`src/rtl/branch_resolve.sv`:
```
// Branch resolution and misprediction recovery: carries predicted direction and PC
// alongside IF/ID, ID/EX, EX/MEM and checks each prediction against the outcome at MEM.
module branch_resolve #(
    parameter int CNT_W = 32
) (
    input  logic             clock,
    input  logic             reset,
    input  logic             if_valid,
    input  logic [31:0]      if_pc,
    input  logic             if_pred_taken,
    input  logic             stall,
    input  logic             mem_branch,
    input  logic [31:0]      mem_pc,
    input  logic             mem_pcsrc,
    input  logic [31:0]      mem_target,
    output logic             flush,
    output logic             redirect_valid,
    output logic [31:0]      redirect_pc,
    output logic [CNT_W-1:0] branch_count,
    output logic [CNT_W-1:0] mispredict_count,
    output logic             sync_err
);

    logic        s1_valid_r, s2_valid_r, s3_valid_r;
    logic        s1_pred_r,  s2_pred_r,  s3_pred_r;
    logic [31:0] s1_pc_r,    s2_pc_r,    s3_pc_r;

    logic        res_s;
    logic        mispredict_s;
    logic        desync_s;
    logic [31:0] correct_pc_s;

    // Resolve the branch sitting in EX/MEM against its actual outcome
    always_comb begin
        res_s        = mem_branch & s3_valid_r;
        mispredict_s = res_s & (s3_pred_r != mem_pcsrc);
        desync_s     = res_s & (s3_pc_r != mem_pc);
        if (mem_pcsrc) begin
            correct_pc_s = mem_target;
        end else begin
            correct_pc_s = mem_pc + 32'd4;
        end
    end

    // Prediction pipeline shadowing the core's stage registers
    always_ff @(posedge clock or posedge reset) begin
        if (reset) begin
            s1_valid_r <= 1'b0;
            s2_valid_r <= 1'b0;
            s3_valid_r <= 1'b0;
            s1_pred_r  <= 1'b0;
            s2_pred_r  <= 1'b0;
            s3_pred_r  <= 1'b0;
            s1_pc_r    <= 32'd0;
            s2_pc_r    <= 32'd0;
            s3_pc_r    <= 32'd0;
        end else begin
            // EX/MEM always advances; a stall only freezes IF/ID and bubbles ID/EX
            s3_valid_r <= s2_valid_r;
            s3_pred_r  <= s2_pred_r;
            s3_pc_r    <= s2_pc_r;
            if (stall) begin
                s2_valid_r <= 1'b0;
            end else begin
                s2_valid_r <= s1_valid_r;
                s2_pred_r  <= s1_pred_r;
                s2_pc_r    <= s1_pc_r;
                s1_valid_r <= if_valid & ~flush;
                s1_pred_r  <= if_pred_taken;
                s1_pc_r    <= if_pc;
            end
            // Later assignments win: a mispredict kills every younger prediction
            if (mispredict_s) begin
                s1_valid_r <= 1'b0;
                s2_valid_r <= 1'b0;
                s3_valid_r <= 1'b0;
            end
        end
    end

    // One-cycle flush/redirect pulse; redirect_pc keeps the last correction
    always_ff @(posedge clock or posedge reset) begin
        if (reset) begin
            flush          <= 1'b0;
            redirect_valid <= 1'b0;
            redirect_pc    <= 32'd0;
        end else begin
            flush          <= mispredict_s;
            redirect_valid <= mispredict_s;
            if (mispredict_s) begin
                redirect_pc <= correct_pc_s;
            end
        end
    end

    // Saturating statistics counters
    always_ff @(posedge clock or posedge reset) begin
        if (reset) begin
            branch_count     <= {CNT_W{1'b0}};
            mispredict_count <= {CNT_W{1'b0}};
        end else begin
            if (res_s && (branch_count != {CNT_W{1'b1}})) begin
                branch_count <= branch_count + CNT_W'(1);
            end
            if (mispredict_s && (mispredict_count != {CNT_W{1'b1}})) begin
                mispredict_count <= mispredict_count + CNT_W'(1);
            end
        end
    end

    // Sticky desynchronisation flag, cleared only by reset
    always_ff @(posedge clock or posedge reset) begin
        if (reset) begin
            sync_err <= 1'b0;
        end else if (desync_s) begin
            sync_err <= 1'b1;
        end
    end

endmodule

```
`config.mk`:
```
export PLATFORM = sky130hd
export DESIGN_NAME = branch_resolve
export DESIGN_NICKNAME = d
export VERILOG_FILES = /design/src/rtl/branch_resolve.sv
export SDC_FILE = /design/constraint.sdc
export NUM_CORES = 1
export LEC_CHECK = 0
export BUFFER_PORTS_ARGS = -buffer_cell sky130_fd_sc_hd__buf_2
export CAP_MARGIN = 20
export CORE_ASPECT_RATIO = 1.2
export CORE_UTILIZATION = 35
export CTS_BUF_LIST = sky130_fd_sc_hd__clkbuf_2 sky130_fd_sc_hd__clkbuf_4 sky130_fd_sc_hd__clkbuf_8
export CTS_CLUSTER_DIAMETER = 80
export CTS_CLUSTER_SIZE = 12
export DETAILED_ROUTE_END_ITERATION = 10
export PLACE_DENSITY = 0.6
export SYNTH_ARGS = -nofsm -noshare
export SYNTH_HDL_FRONTEND = slang
export SYNTH_SLANG_ARGS = --single-unit
```
`constraint.sdc`:
```
create_clock -name clock -period 16.7 [get_ports clock]
set_input_delay 0.835 -clock clock [delete_from_list [all_inputs] [get_ports clock]]
set_output_delay 0.835 -clock clock [all_outputs]
set_load 0.05 [all_outputs]
```
# After elaboration in Yosys (flattened, before gate mapping)
# Cells that the tools add are included.
classes:
  div: 0
  n_reduce_logical: 2
  n_mux: 6
  n_addsub: 3
  n_eq_ne: 5
  magnitude_cmp: 0
  n_bitwise: 5
  n_mul: 0
  shift: 0
op_table:
  columns: ["op", "count"]
  rows:
  - ["$add 32x1->32 const B", 2]
  - ["$ne 32x32->1 const B", 2]
  - ["$add 32x3->32 const B", 1]
  - ["$mux 32", 1]
  - ["$ne 32x32->1", 1]
  - ["$mux 1", 5]
  - ["$and 1x1->1", 4]
  - ["$logic_and 1x1->1", 2]
  - ["$ne 2x1->1 const B", 1]
  - ["$ne 1x1->1", 1]
  - ["$not 1->1", 1]
totals:
  output_inout_bits: 99
  latchBits: 0
  reg_bits: 200
  input_bits: 103
  mem_bits_rw: 0
  romBits: 0
  memories: 0

# Depth between registers and ports, before layout
# Gate-level depths: netlist (run 1).
logic_depth:
  depth_word: 4
  depth_mapped: 8
  ltp_nobuf: 6

# Worst setup path before layout (run 1)
# No wires, ideal clock.
synth_timing:
  path_type: "reg2reg"
  from: "register branch_count[0]"
  to: "register branch_count[25]"
  path_stages_with_launch: 8
  required_time_ns: 16.557
  setup_ns: 0.143
  period_less_slack_ns: 2.372
  path_buffers: 1
  t_arrival_ns: 2.230
  slack_ns: 14.328
  path_cell_list: "dfrtp_1 -> ha_1 -> and4_1 -> clkbuf_1 -> and4_1 -> a2111oi_4 -> nand3_1 -> xnor2_1"
synth_via:
  elab_chain_cells: 2
  elab_cells_between_ends: 3
synth_lines:
  columns: ["item", "line_no", "rtl"]
  rows:
  - ["from (decl)", "19", "output logic [CNT_W-1:0] branch_count,"]
  - ["from (signal assigned)", "99", "branch_count <= {CNT_W{1'b0}};"]
  - ["from (signal assigned)", "103", "branch_count <= branch_count + CNT_W'(1);"]
  - ["parallel branches: the longest is 2 deep, another holds $add 32x1->32", null, null]
# Several ways; the timed one is not identified.
# A chain may end at the register's enable or synchronous reset.

# Worst setup path after layout (run 1)
layout_timing:
  from: "input port mem_pcsrc"
  to: "register mispredict_count[24]"
layout_via:
  elab_chain_cells: 3
layout_lines:
  columns: ["item", "line_no", "rtl"]
  rows:
  - ["from (decl)", "14", "input logic mem_pcsrc,"]
  - ["$ne 1x1->1", "36", "mispredict_s = res_s & (s3_pred_r != mem_pcsrc);"]
  - ["$and 1x1->1", "36", null]
  - ["$logic_and 1x1->1", "105", "if (mispredict_s && (mispredict_count != {CNT_W{1'b1}})) begin"]
  - ["to (signal assigned)", "100", "mispredict_count <= {CNT_W{1'b0}};"]
  - ["to (signal assigned)", "106", "mispredict_count <= mispredict_count + CNT_W'(1);"]
  - ["to (decl)", "20", "output logic [CNT_W-1:0] mispredict_count,"]
# Every way passes these cells.

==> impl_metrics.toml, run 1 <==
[power]
peakVddDrop_mv = 0.0522
p_seq_frac = 0.469
p_switching_uw = 480
power_frac_clock = 0.266
p_sw_frac = 0.372
power.density_mw_per_mm2 = 122
intPower_uw = 810
combinationalPowerShare = 0.265
p_leak_uw = 0.00486

[sta]
worst_pin_slew_ns = 0.944
fin_ws_ns = 13.91
finalHoldViolCount = 0
fin_tns_setup_ns = 0
setup-violations-final = 0
clock.fmax_mhz = 358
fin_skew_ns = 0.0151
post-route-period-util = 0.167
grt_setup_unrepaired = "false"
timing.final.crit_period_ns = 2.79
slew_headroom = 0.365
maxSlewViolCount = 0

[final_layout]
final_cell_mix = "buf_2, dfrtp_1, xnor2_1"
final_common_cell = "buf_2"
final_nets = 1042
synthToLayoutAreaGrowth_pct = 20.6
layout-drive-gt1-share = 0.339

[setup_path]
reg2reg_from = "mispredict_count[16]"
crit_type = "input pin to flip-flop"
max_stage_delay_ns = 0.62
cp_cell_sequence = "buf_2 > xnor2_1 > or2_2 > buf_4 > or3b_1 > nor3_4 > xor2_1"
crit_arrival_ns = 3.17
setup.worst_path.start_class = "input pin"
cp_top_family = "simple AND/OR/NAND/NOR gates"
r2r_slack_ns = 14.18
crit_fanout = 45
endpoint_kind = "flip-flop"
required_ns = 17.08
critPathSlowestCell = "or3b_1"
critPathLaunch = "mem_pcsrc"
path_buf_inv = 2

[route]
drc = 0
ant_nets = 0
firstDrtPassIters = 4
via_per_inst = 4.87
wl_mm = 21.4
drt_iter0_drc = 172
vias = 6215
wire_per_inst_um = 16.8

[grt]
grt_pass1_vias = 6231
grt_pass1_wl_mm = 33.9
grt-ovfl-total = 0
antenna_found_initial = 6
grt_max_degree = 152
grt_usage = 0.172

[floorplan]
initial_core_util = 0.355
rows = 63
fp.coreArea_mm2 = 0.0246
die-area_mm2 = 0.0256
fp.dieH_um = 175
io_pins = 202
die_x_um = 146

[job]
cap_violations = 0

[placed_design]
hpwl_mm = 15.7
place_congestion = 0.837
dpl_worst_slack_ns = 13.43
portBuffers = 201

[status]
status = "completed"

[yosys]
postSynthCellCount = 738
yosysUniqueCellTypes = 42
synth_fp_nets = 844
synth_top_cell_by_area = "dfrtp_1"
syn_avg_cell_area_um2 = 11.8
synth-seq-cells = 200
syn_area_mm2 = 0.00874
netlist_top_cells_area = "dfrtp_1, mux2_2, xnor2_1"
ys_seq_area_frac = 0.572
synth_top_area_frac = 0.572
yosys_warnings = 0

[clocking]
tritoncts = "built"
worstSkewPairLatency_ns = 0.46
clockBufferDepth = 2
cts_made_buffers = 17
cts-htree-levels = 4
postCtsSetupRepairBufs = 0
numClockSinks = 200
clk_pin_slew_ns = 0.11
cts_resized = 0
clock-root-buffer = "clkbuf_8"
cts_hold_buf = 0

[hold_path]
hold_path_class = "flip-flop to flip-flop"
worstHoldStart = "s2_pc_r[28]"
-- path summary, 6_finish.rpt --
path	endpoint	depth (start not counted)
setup / recovery	mispredict_count[24]	7
hold / removal	s3_pc_r[28]	0
setup reg to reg	mispredict_count[31]	5
hold reg to reg	s3_pc_r[28]	0
max in group asynchronous	redirect_pc[15]	4
min in group asynchronous	redirect_pc[23]	2
-- cell usage after synthesis, drive strengths merged --
| cell type | number |
|---|---|
| and4 | 6 |
| a21oi | 23 |
| dfrtp | 200 |
| and2 | 6 |
| mux2i | 7 |
| ha | 3 |
| o21a | 1 |
| clkbuf | 18 |
| nand2 | 52 |
| or2 | 5 |
| xnor2 | 70 |
| nand3 | 37 |
| o2111ai | 1 |
| nor3b | 1 |
| or4 | 4 |
| nand4 | 40 |
| nor3 | 18 |
| a22oi | 1 |
| xor2 | 53 |
| nor2 | 45 |
| clkinv | 1 |
| or3 | 3 |
| nor4 | 11 |
| a2111oi | 1 |
| o21ai | 12 |
| and3 | 11 |
| inv | 8 |
| o22ai | 16 |
| o211ai | 7 |
| mux2 | 67 |
| buf | 9 |
| or3b | 1 |
-- layout make-up --
class	instances	area, um2
Antenna cell	2	5.00
Clock buffer	17	234
Clock inverter	15	206
Fill cell	2418	14100
Inverter	9	41.3
Multi-Input combinational cell	502	3580
Sequential cell	200	5000
Tap cell	325	407
Timing Repair Buffer	206	1060
-- metrics by stage --
stage | util | hold slack (ns) | cell area (um2) | cells | power [uW]
after floorplan | - | 0.349 | 8740 | 738 | 854
after global placement | 0.409 | 0.355 | 10100 | 1241 | 957
after detailed placement | 0.409 | 0.357 | 10100 | 1241 | 962
after CTS | 0.427 | 0.372 | 10500 | 1273 | 1310
after global routing | 0.428 | 0.384 | 10500 | 1275 | 1360
final | 0.429 | 0.374 | 10500 | 1276 | 1290
-- state kept, by name, summed over array words and instances, names as in the netlist --
register          flops
redirect_valid        1
s2_valid_r            1
s3_pred_r             1
s1_pc_r              32
s2_pc_r              32
branch_count         32
sync_err              1
s2_pred_r             1
s1_pred_r             1
s3_valid_r            1
redirect_pc          32
s3_pc_r              32
mispredict_count     32
s1_valid_r            1
-- metal layers --
layer / track usage / up-vias / routed length [um] / part of all wire
met1: 0.217 / 3006 / 9320 / 0.44
met2: 0.277 / 176 / 10300 / 0.48
met5: 0 / - / 52 / 0.0024
li1: - / 2986 / - / -
met4: 0.0773 / 8 / 699 / 0.033
met3: 0.0446 / 39 / 1080 / 0.050
-- logic make-up after synthesis --
logic type / Yosys count / share of synthesized area
and+or+nand+nor: 240 / 0.143
DFF: 200 / 0.572
xor gates and xnor gates: 123 / 0.123
muxes: 74 / 0.0943
AOI/OAI and AO/OA: 62 / 0.0442
buffers and inverters: 36 / 0.0182
adders and majority gates: 3 / 0.00429
-- power by group through the flow --
stage	clock network, uW	logic (uW)	registers, uW
2_1_floorplan	0	97.8	756
3_3_place_gp	0	343	613
3_5_place_dp	0	345	617
4_1_cts	358	346	607
5_1_grt	375	364	616
6_report	343	342	605
Power figures use the tool's default switching activity.
==> inputs of run 2 (changes only) <==
Settings changed: ABC_AREA set to 1, PLACE_DENSITY 0.6 to 0.59.
Clock period 16.7 ns to 2.8 ns, I/O delays scaled along.
==> run 2 against run 1 <==
Net effect: sequential power grew to 5.8 times the previous value; hold slack worse by 0.36 ns; total power grew to 5.7 times the previous value; non-clock buffer count is 75 higher; routed wire length is 38% higher; core utilization is 1.1 points higher; register-to-register slack worse by 13 ns; clock skew is 0.0019 ns lower; via count is 54% higher; final area is 23% higher; largest cell class is now multi-input gates.
==> impl_metrics.toml, run 2 <==
[sta]
clock.fmax_mhz = 480
setup-violations-final = 0
slew_headroom = 0.382
timing.hold.ws_ns = 0.0176
fin_ws_ns = 0.716
post-route-period-util = 0.744
timing.final.crit_period_ns = 2.08
finalHoldViolCount = 0
maxSlewViolCount = 0
grt_setup_unrepaired = "false"
fin_skew_ns = 0.0132
fin_tns_setup_ns = 0
worst_pin_slew_ns = 0.925

[floorplan]
die-area_mm2 = 0.0307
io_pins = 202
fp.coreArea_mm2 = 0.0295
initial_core_util = 0.355
rows = 69
die_x_um = 160
fp.dieH_um = 192

[grt]
grt_max_degree = 68
grt_usage = 0.197
grt-ovfl-total = 0
grt_pass1_vias = 9026
grt_pass1_wl_mm = 47.6
antenna_found_initial = 3

[hold_path]
hold_path_class = "input pin to flip-flop"

[placed_design]
placed_area_mm2 = 0.0119
hpwl_mm = 21.7
dpl_worst_slack_ns = 0.739
portBuffers = 201
place_congestion = 0.913

[final_layout]
final_cell_mix = "nand2_1, buf_2, dfrtp_1"
layout-drive-gt1-share = 0.170
synthToLayoutAreaGrowth_pct = 23.6
final_nets = 1792
final_common_cell = "nand2_1"
design_area_mm2 = 0.0130

[setup_path]
crit_type = "flip-flop to flip-flop"
crit_arrival_ns = 2.51
crit_fanout = 15
required_ns = 3.23
setup.worst_path.start_class = "flip-flop"
endpoint_kind = "flip-flop"
r2r_slack_ns = 0.72

[yosys]
async_flop_share = 1.00
synth_fp_nets = 1532
synth_top_area_frac = 0.477
synth_top_cell_by_area = "dfrtp_1"
synth_top_family_by_area = "simple AND/OR/NAND/NOR gates"
synth-edff-count = 0
syn_area_mm2 = 0.0105
yosysUniqueCellTypes = 37
netlist_top_cells_area = "dfrtp_1, nand2_1, nor2_1"
synth-xor-area-share = 0.0543
synth_common_cells = "nand2_1, dfrtp_1, nor2_1, inv_1, xnor2_1"
muxShareOfSynthArea = 0
synth-seq-cells = 200
ys.flop_type = "dfrtp_1"
syn_avg_cell_area_um2 = 7.35
synth_fa_ha_area_frac = 0.00358
postSynthCellCount = 1426
synth-compound-area-share = 0.0382
ys_seq_area_frac = 0.477
yosys_warnings = 0
synthSimpleGateAreaFrac = 0.382
synth.most_common_cell = "nand2_1"

[route]
firstDrtPassIters = 5
ant_nets = 0
drt_iter0_drc = 688
vias = 9563
drc = 0
via_per_inst = 4.57
wl_mm = 29.6
wire_per_inst_um = 14.2

[power]
peakVddDrop_mv = 0.336
p_leak_uw = 0.00661
power.density_mw_per_mm2 = 570

[clocking]
worstSkewPairLatency_ns = 0.49
cts_resized = 0
clock-root-buffer = "clkbuf_8"
clk_pin_slew_ns = 0.11
clockBufferDepth = 2
numClockSinks = 200
cts-htree-levels = 4
postCtsSetupRepairBufs = 0
cts_made_buffers = 17
tritoncts = "built"

[status]
status = "completed"

[job]
cap_violations = 0
-- run 2: cell types whose count changed after synthesis, sizes merged, moves of 16 or more --
cell    previous run  this run
nand3b             0        16
nand2             52       707
nand4             40         4
mux2              67         0
xor2              53        18
nor2              45       198
inv                8        66
xnor2             70        47
o22ai             16         0
-- run 2: through the flow --
step | instances | power [uW] | util
2_1_floorplan | 1426 | 4940 | -
3_3_place_gp | 1988 | 5460 | 0.402
3_5_place_dp | 1989 | 5480 | 0.403
4_1_cts | 2089 | 7480 | 0.439
5_1_grt | 2092 | 7790 | 0.439
6_report | 2092 | 7390 | 0.439
-- run 2: report_power, final --
part / switching, uW / internal (uW)
logic: 1440 / 580
registers: 252 / 3250
clock network: 1180 / 683
total: 2870 / 4520
-- run 2: worst paths after layout --
kind                                     start              endpoint  depth (start not counted)
hold reg to reg                     s2_pc_r[7]            s3_pc_r[7]                          0
hold / removal                       mem_pc[2]        redirect_pc[2]                          4
max in group asynchronous                reset       redirect_pc[21]                          4
setup reg to reg           mispredict_count[0]  mispredict_count[17]                          9
setup / recovery           mispredict_count[0]  mispredict_count[17]                          9
min in group asynchronous                reset            s3_pc_r[3]                          3
-- run 2: worst max-delay path, stage by stage, from the launching register on --
cell and delay (ns):
dfrtp_1 0.45, ha_1 0.27, inv_1 0.12, nor2_4 0.07
nand2_4 0.11, nor2_8 0.06, a21oi_2 0.54, buf_8 0.24
o21ai_0 0.09, nand2_1 0.06
-- run 2: kinds of logic after synthesis --
| group | count (synthesis) |
|---|---|
| xor gates and xnor gates | 65 |
| adders and majority gates | 3 |
| DFF | 200 |
| buffers and inverters | 107 |
| and+or+nand+nor | 980 |
| AOI/OAI and AO/OA | 71 |
-- run 2: timing repair --
item / CTS / global route
hold buffers: 68 / 0
endpoints found under the hold margin: 88 / 0
endpoints found under the setup margin: 0 / 0
-- run 2: area by class of cell --
type,instances,area (um2)
multi-input cells,1119,5010
fillers,3099,16600
flip-flops and latches,200,5000
diodes,3,7.51
repair buffers,281,1810
clock buffers,18,241
clock inverters,14,145
inverters,67,255
well taps,390,488
-- run 2: routing by layer --
layer,part of all wire,track usage,vias up
li1,-,-,4910
met1,0.47,0.265,4399
met2,0.48,0.327,210
met3,0.032,0.0255,44
met4,0.021,0.0667,0
met5,0,0,-
==> inputs of run 3 (changes only) <==
Settings changed: PLACE_DENSITY 0.59 to 0.61.
Clock period 2.8 ns to 1.8 ns, I/O delays scaled along.
==> run 3 against run 2 <==
Net effect: fmax is 24% higher; first-iteration DRC count is 16% lower; final area is 8.2% higher; clock-buffer cell count shrank 1; worst setup slack lost 0.60 ns; die area is the same; flip-flop and latch count unchanged; critical path depth unchanged; critical endpoint is now mispredict_count[2].
==> impl_metrics.toml, run 3 (synthesis gave the netlist of run 2 again) <==
[final_layout]
final_common_cell = "nand2_1"
final_util = 0.475
final_nets = 1910
synthToLayoutAreaGrowth_pct = 33.8
final_cell_mix = "nand2_1, buf_2, dfrtp_1"
layout-drive-gt1-share = 0.219

[status]
status = "completed"

[setup_path]
crit_arrival_ns = 2.11
required_ns = 2.23
max_stage_delay_ns = 0.45
critPathSlowestCell = "dfrtp_1"
cp_top_family = "simple AND/OR/NAND/NOR gates"
cp_cell_sequence = "nand2_1 > nor3_2 > nand2_2 > nor2_4 > buf_4 > nand2_2 > nand2_8 > nand2_1 > o21ai_1"
endpoint_kind = "flip-flop"
crit_fanout = 34
path_buf_inv = 1
crit_type = "flip-flop to flip-flop"
setup.worst_path.start_class = "flip-flop"

[placed_design]
portBuffers = 201
hpwl_mm = 22.8
place_congestion = 0.875
dpl_worst_slack_ns = -0.0414

[grt]
grt_usage = 0.206
grt_max_degree = 75
antenna_found_initial = 8
grt_pass1_vias = 9802
grt-ovfl-total = 0
grt_pass1_wl_mm = 49.6

[clocking]
tritoncts = "built"
clk_pin_slew_ns = 0.13
clock-root-buffer = "clkbuf_8"
worstSkewPairLatency_ns = 0.50
clockBufferDepth = 2
numClockSinks = 200
cts_made_buffers = 17
cts-htree-levels = 4

[power]
peakVddDrop_mv = 0.631
p_leak_uw = 0.00722
power.density_mw_per_mm2 = 845

[sta]
setup-violations-final = 0
timing.final.crit_period_ns = 1.68
maxSlewViolCount = 0
grt_setup_unrepaired = "true"
slew_headroom = 0.559
fin_skew_ns = 0.0192
finalHoldViolCount = 0
post-route-period-util = 0.934
fin_ws_ns = 0.119
worst_pin_slew_ns = 0.661
clock.fmax_mhz = 595

[route]
firstDrtPassIters = 5
ant_nets = 0
via_per_inst = 4.53
vias = 10000
wire_per_inst_um = 14.0
drc = 0
wl_mm = 30.9
drt_iter0_drc = 579

[floorplan]
initial_core_util = 0.355
die-area_mm2 = 0.0307
fp.dieH_um = 192
io_pins = 202
rows = 69
die_x_um = 160
fp.coreArea_mm2 = 0.0295

[hold_path]
hold_path_class = "input pin to flip-flop"

[job]
cap_violations = 0
[run 3: changes by cell type in the layout (fill, tap and decap cells not counted), moves of 4 or more]
cell,delta
buf_4,+101
dlygate4sd3_1,+13
clkinv_8,+6
inv_8,-5
diode_2,+4
[run 3: path summary, 6_finish.rpt]
kind                                 startpoint             endpoint  slack (ns)  cells past startpoint
min in group asynchronous                 reset             sync_err        0.15                      3
setup / recovery           mispredict_count[21]  mispredict_count[2]        0.12                      9
setup reg to reg           mispredict_count[21]  mispredict_count[2]        0.12                      9
hold / removal                       mem_pc[11]      redirect_pc[11]        0.01                      4
max in group asynchronous                 reset          s3_pc_r[31]        0.93                      4
hold reg to reg                       s2_pred_r            s3_pred_r        0.38                      0
[run 3: timing repair]
| item | CTS | global route |
|---|---|---|
| endpoints found under the setup margin | 30 | 38 |
| hold buffers | 81 | 0 |
| setup buffers | 0 | 2 |
| pin swaps | 0 | 1 |
| resized for setup | 2 | 9 |
| hold endpoints to repair | 104 | 0 |
| gates cloned | 0 | 1 |
[run 3: power breakdown]
group          switching, uW  leakage, uW  internal [uW]
sequential               303      0.00255           5060
clock                   1960     0.000206           1090
combinational           2370      0.00447           1070
total                   4630      0.00722           7220
[run 3: cell type report]
cell class / instances / area (um2)
Clock buffer: 17 / 234
Clock inverter: 15 / 201
Multi-Input combinational cell: 1120 / 5070
Tap cell: 390 / 488
Sequential cell: 200 / 5000
Timing Repair Buffer: 398 / 2750
Antenna cell: 7 / 17.5
Fill cell: 2991 / 15500
Inverter: 67 / 260
[run 3: per-layer routing]
metal | wire length [um] | global-route usage | part of all wire
met1 | 14000 | 0.261 | 0.45
met2 | 14700 | 0.344 | 0.47
met3 | 912 | 0.0298 | 0.029
met4 | 1300 | 0.100 | 0.042
met5 | 17 | 0 | 0.00055
[run 3: through the flow]
stage / setup TNS, ns / cells / hold WS, ns / area, um2 / power [uW]
3_3_place_gp: -13.47 / 2089 / 0.126 / 12700 / 8670
5_1_grt: -0.0203 / 2213 / 0.0278 / 14000 / 12500
4_1_cts: 0 / 2204 / 0.00404 / 14000 / 11900
3_5_place_dp: -0.307 / 2091 / 0.131 / 12700 / 8730
6_report: 0 / 2214 / 0.0106 / 14000 / 11800
2_1_floorplan: -182.85 / 1426 / 0.200 / 10500 / 7690
[run 3: worst min-delay path: stages]
cell	delay, ns
buf_2	0.14
nand2_1	0.07
nand3_1	0.12
a21oi_1	0.07
